<file path="src/rtl/mem_bus_arbiter.sv">
// Two-port round-robin arbiter in front of a single-port RAM.
// Requests are latched at grant and sequenced through IDLE -> ACCESS -> DONE.
module mem_bus_arbiter #(
  parameter int unsigned ADDR_W = 9,
  parameter int unsigned DATA_W = 16,
  parameter int unsigned RD_LAT = 1
) (
  input  logic              clk,
  input  logic              reset,
  input  logic              req0_valid,
  input  logic [1:0]        req0_cmd,
  input  logic [ADDR_W-1:0] req0_addr,
  input  logic [DATA_W-1:0] req0_wdata,
  input  logic              req1_valid,
  input  logic [1:0]        req1_cmd,
  input  logic [ADDR_W-1:0] req1_addr,
  input  logic [DATA_W-1:0] req1_wdata,
  output logic              done0,
  output logic              done1,
  output logic [DATA_W-1:0] rdata,
  output logic              err,
  output logic              busy,
  output logic              grant,
  output logic [ADDR_W-1:0] ram_addr,
  output logic [DATA_W-1:0] ram_din,
  output logic              ram_read,
  output logic              ram_write,
  input  logic [DATA_W-1:0] ram_dout
);

  localparam int unsigned CNT_W = 2;
  localparam logic [CNT_W-1:0] CNT_LAST = CNT_W'(RD_LAT - 1);
  localparam logic [1:0] CMD_NONE  = 2'b00;
  localparam logic [1:0] CMD_WRITE = 2'b01;
  localparam logic [1:0] CMD_RSVD  = 2'b10;
  localparam logic [1:0] CMD_READ  = 2'b11;

  typedef enum logic [1:0] {IDLE, ACCESS, DONE} state_t;

  state_t            state_q, state_d;
  logic              last_grant_q, last_grant_d;
  logic [CNT_W-1:0]  cnt_q, cnt_d;
  logic [1:0]        cmd_q, cmd_d;
  logic [ADDR_W-1:0] addr_q, addr_d;

  logic              done0_d, done1_d, err_d, busy_d, grant_d;
  logic              ram_read_d, ram_write_d;
  logic [ADDR_W-1:0] ram_addr_d;
  logic [DATA_W-1:0] ram_din_d, rdata_d;
  logic              elig0, elig1, pick;

  assign elig0 = req0_valid && (req0_cmd != CMD_NONE);
  assign elig1 = req1_valid && (req1_cmd != CMD_NONE);

  // State and all outputs are registered; outputs are computed for the upcoming state.
  always_ff @(posedge clk or posedge reset) begin
    if (reset) begin
      state_q      <= IDLE;
      last_grant_q <= 1'b1;
      cnt_q        <= '0;
      cmd_q        <= CMD_NONE;
      addr_q       <= '0;
      done0        <= 1'b0;
      done1        <= 1'b0;
      err          <= 1'b0;
      busy         <= 1'b0;
      grant        <= 1'b0;
      rdata        <= '0;
      ram_addr     <= '0;
      ram_din      <= '0;
      ram_read     <= 1'b0;
      ram_write    <= 1'b0;
    end else begin
      state_q      <= state_d;
      last_grant_q <= last_grant_d;
      cnt_q        <= cnt_d;
      cmd_q        <= cmd_d;
      addr_q       <= addr_d;
      done0        <= done0_d;
      done1        <= done1_d;
      err          <= err_d;
      busy         <= busy_d;
      grant        <= grant_d;
      rdata        <= rdata_d;
      ram_addr     <= ram_addr_d;
      ram_din      <= ram_din_d;
      ram_read     <= ram_read_d;
      ram_write    <= ram_write_d;
    end
  end

  always_comb begin
    state_d      = state_q;
    last_grant_d = last_grant_q;
    cnt_d        = cnt_q;
    cmd_d        = cmd_q;
    addr_d       = addr_q;
    grant_d      = grant;
    rdata_d      = rdata;
    done0_d      = 1'b0;
    done1_d      = 1'b0;
    err_d        = 1'b0;
    ram_addr_d   = '0;
    ram_din_d    = '0;
    ram_read_d   = 1'b0;
    ram_write_d  = 1'b0;
    pick         = 1'b0;

    case (state_q)
      IDLE: begin
        if (elig0 || elig1) begin
          // On a tie the port that did not win last time is served.
          pick        = (elig0 && elig1) ? ~last_grant_q : elig1;
          grant_d     = pick;
          cmd_d       = pick ? req1_cmd : req0_cmd;
          addr_d      = pick ? req1_addr : req0_addr;
          cnt_d       = '0;
          state_d     = ACCESS;
          ram_addr_d  = addr_d;
          ram_read_d  = (cmd_d == CMD_READ);
          ram_write_d = (cmd_d == CMD_WRITE);
          if (cmd_d == CMD_WRITE) begin
            ram_din_d = pick ? req1_wdata : req0_wdata;
          end
        end
      end
      ACCESS: begin
        if (cmd_q == CMD_READ && cnt_q != CNT_LAST) begin
          cnt_d      = cnt_q + 1'b1;
          ram_read_d = 1'b1;
          ram_addr_d = addr_q;
        end else begin
          state_d = DONE;
          done0_d = ~grant;
          done1_d = grant;
          err_d   = (cmd_q == CMD_RSVD);
          if (cmd_q == CMD_READ) begin
            rdata_d = ram_dout;
          end
        end
      end
      DONE: begin
        last_grant_d = grant;
        state_d      = IDLE;
      end
      default: state_d = IDLE;
    endcase

    busy_d = (state_d != IDLE);
  end

endmodule

</file>
<file path="config.mk">
export PLATFORM = sky130hd
export DESIGN_NAME = mem_bus_arbiter
export DESIGN_NICKNAME = d
export VERILOG_FILES = /design/src/rtl/mem_bus_arbiter.sv
export SDC_FILE = /design/constraint.sdc
export NUM_CORES = 1
export LEC_CHECK = 0
export BUFFER_PORTS_ARGS = -buffer_cell sky130_fd_sc_hd__buf_4
export CORE_UTILIZATION = 40
export CTS_BUF_LIST = sky130_fd_sc_hd__clkbuf_16
export DETAILED_ROUTE_END_ITERATION = 8
export PLACE_DENSITY = 0.72
export SETUP_SLACK_MARGIN = 0.5
export SYNTH_ARGS = -nofsm -noshare
export SYNTH_HDL_FRONTEND = slang
export SYNTH_SLANG_ARGS = --single-unit
</file>
<file path="constraint.sdc">
create_clock -name clk -period 3.3 [get_ports clk]
set_input_delay 0.825 -clock clk [delete_from_list [all_inputs] [get_ports clk]]
set_output_delay 0.825 -clock clk [all_outputs]
set_load 0.02 [all_outputs]
</file>
==> impl_metrics.yaml <==
drt:
  vias_per_cell: 4.81
  drc: 0
  avgRoutedWirePerCell_um: 13.1
  drt_wl_total_um: 5770
  ant_nets: 0
  firstDrtPassIters: 4
  drt_iter0_drc: 59
  num_vias: 2116
logic_synthesis:
  ys_ff_latch: 64
  yosysWarningCount: 0
  yosys-top-cells-area: "dfrtp_1, nand2_1, mux2_2, o21ai_0, mux2i_1"
  synth_edf_count: 0
  synth_area_um2: 2620
  syn_area_per_cell_um2: 11.3
  synth-main-ff-cell: "dfrtp_1"
  synth.net_count: 306
  synth.distinct_cells: 31
  synth_top_cell_by_area: "dfrtp_1"
  yosys.area.top_type_share: 0.602
  async_reset_ff_frac: 1.00
  synthCells: 231
  ys_seq_area_frac: 0.612
clocking:
  cts_max_path_buffers: 2
  clockRootBuffer: "clkbuf_16"
  clock_sinks: 64
  clkLatencyLatePin_ps: 320
  clkTransAtPathRegs_ps: 50
  cts_resized: 0
  cts_tree: "built"
  cts_made_buffers: 9
  ctsHoldBuffers: 0
  htree_levels: 3
  cts_setup_buffers: 0
worst_setup_path:
  required_ps: 3510
  worstSetupStartpointType: "primary input"
  crit_type: "in2reg"
  arrival_ps: 2280
  cp_max_fo: 18
  crit_slowest_cell: "a211o_1"
  cp-end-kind: "flip-flop"
  slowest_delay_ps: 540
  reg2regPathDepth: 4
  rr_endpoint: "rdata[2]$_DFFE_PP0P_"
  path_cells: "buf_4, o211ai_2, or3b_1, a211o_1, o21a_1"
  rr_startpoint: "state_q[1]$_DFF_PP0_"
  r2r_setup_slack_ps: 1520
power:
  power_density_nw_per_um2: 810
  p_leak_nw: 1.94
  ir_worst_vdd_mv: 0.610
placement:
  dp_slack_ps: 881
  placedInstanceArea_um2: 3590
  globalplace.congestion: 0.804
  io_buffer_count: 121
  dpl.hpwl_um: 4300
  place_inst: 424
timing:
  tns_ps: 0
  period_minus_slack_ps: 2070
  fmax_mhz: 482
  worst_slew_pin_slew_ps: 731
  worst_slack_ps: 1230
  relSlewSlack: 0.512
  drv_slew: 0
  rsz0062_at_grt: "false"
  final-hold-violation-count: 0
  skew_ps: 6.72
  setup-violations-final: 0
  finalCritPeriodShare: 0.628
  whs_ps: 468
final_layout:
  multi_input_area_um2: 921
  seqCellArea_um2: 1600
  n_fill_cell: 542
  area_growth_pct: 47.8
  final_layout_size_suffix_gt1_frac: 0.463
  design_area_um2: 3870
  final_common_cell: "buf_4"
  finalNetCount: 433
  stdcell_count: 440
  insertedDiodeCount: 0
  final_cell_mix: "buf_4, dfrtp_1, nand2_1"
status:
  status: "finished clean"
floorplanning:
  die_h_um: 82.9
  dieArea_um2: 6870
  io_pins: 122
  core_area_um2: 6350
  die_w_um: 82.9
  start_util: 0.412
  num_rows: 29
global_routing:
  track_usage: 0.191
  grt_max_degree: 27
  antenna_found_initial: 0
  overflow: 0
  grt_pass1_wl_um: 10300
  first_global_vias: 2217
hold_path:
  holdPathEnd: "err$_DFF_PP0_"
  min_path_type: "reg2reg"
  hold_start: "cmd_q[0]$_DFFE_PP0P_"
  min_path_cells: 1
flow_run:
  max_cap_viol_count: 0
## worst max-delay path: cells and delay by family
| family | cells | cell delay [ps] |
|---|---|---|
| and+or+nand+nor | 1 | 380 |
| buffers and inverters | 1 | 130 |
| AOI/OAI and AO/OA | 3 | 940 |
## area by class of cell
class,instances,area share
timing repair buffer,127,0.246
inverter,5,0.00485
sequential,64,0.414
tap,77,0.0249
clock buffer,9,0.0582
multi-input combinational,151,0.238
clock inverter,7,0.0139
## synthesized netlist by cell type (2+ instances only)
library cell,number
o21a_1,3
nand2b_1,2
mux2i_1,9
nor3_1,2
buf_2,3
inv_1,5
a21oi_1,7
nor2_1,4
nand2_1,59
dfrtp_1,63
o21ai_0,22
a21oi_2,10
clkbuf_1,5
buf_6,2
o21ai_1,2
mux2_2,17
a211o_1,2
## where the power goes
group	total, mW	switching [mW]	internal (mW)
logic	1.08	0.575	0.503
clock network	0.869	0.301	0.568
registers	1.19	0.134	1.06
total	3.14	1.01	2.13
## registers in the layout (all words and copies together), names as in the netlist
name / flops
busy: 1
rdata: 16
ram_addr: 9
addr_q: 9
state_q: 2
ram_write: 1
done0: 1
ram_read: 1
ram_din: 16
grant: 1
done1: 1
last_grant_q: 1
err: 1
cnt_q: 2
cmd_q: 2
## routing by layer
layer	share of wire	track usage
met3	0.089	0.0765
met5	0	0
met2	0.48	0.304
met4	0.019	0.0878
met1	0.41	0.226
## kinds of logic after synthesis
logic type	after synthesis	synth area share
flip-flops	64	0.612
buffers and inverters	16	0.0363
adder cells (fa/ha/maj)	1	0.00478
AND/OR/NAND/NOR	74	0.118
AO/OA/AOI/OAI	50	0.121
multiplexers	26	0.108
## through the flow
stage,power [mW],util
2_1_floorplan,1.84,-
3_3_place_gp,2.26,0.566
3_5_place_dp,2.30,0.566
4_1_cts,3.18,0.610
5_1_grt,3.34,0.610
6_report,3.14,0.610
## how the worst max path moves through the flow
stage,start,end,slack [ps]
2_1_floorplan,reset,addr_q[0]$_DFFE_PP0P_,880
3_3_place_gp,req0_cmd[1],cmd_q[1]$_DFFE_PP0P_,940
3_5_place_dp,req0_cmd[1],cmd_q[1]$_DFFE_PP0P_,880
4_1_cts,req0_cmd[1],cmd_q[1]$_DFFE_PP0P_,1220
5_1_grt,req0_cmd[1],ram_din[0]$_DFF_PP0_,1110
6_report,req0_cmd[1],cmd_q[1]$_DFFE_PP0P_,1230
(Power assumes the default switching activity.)
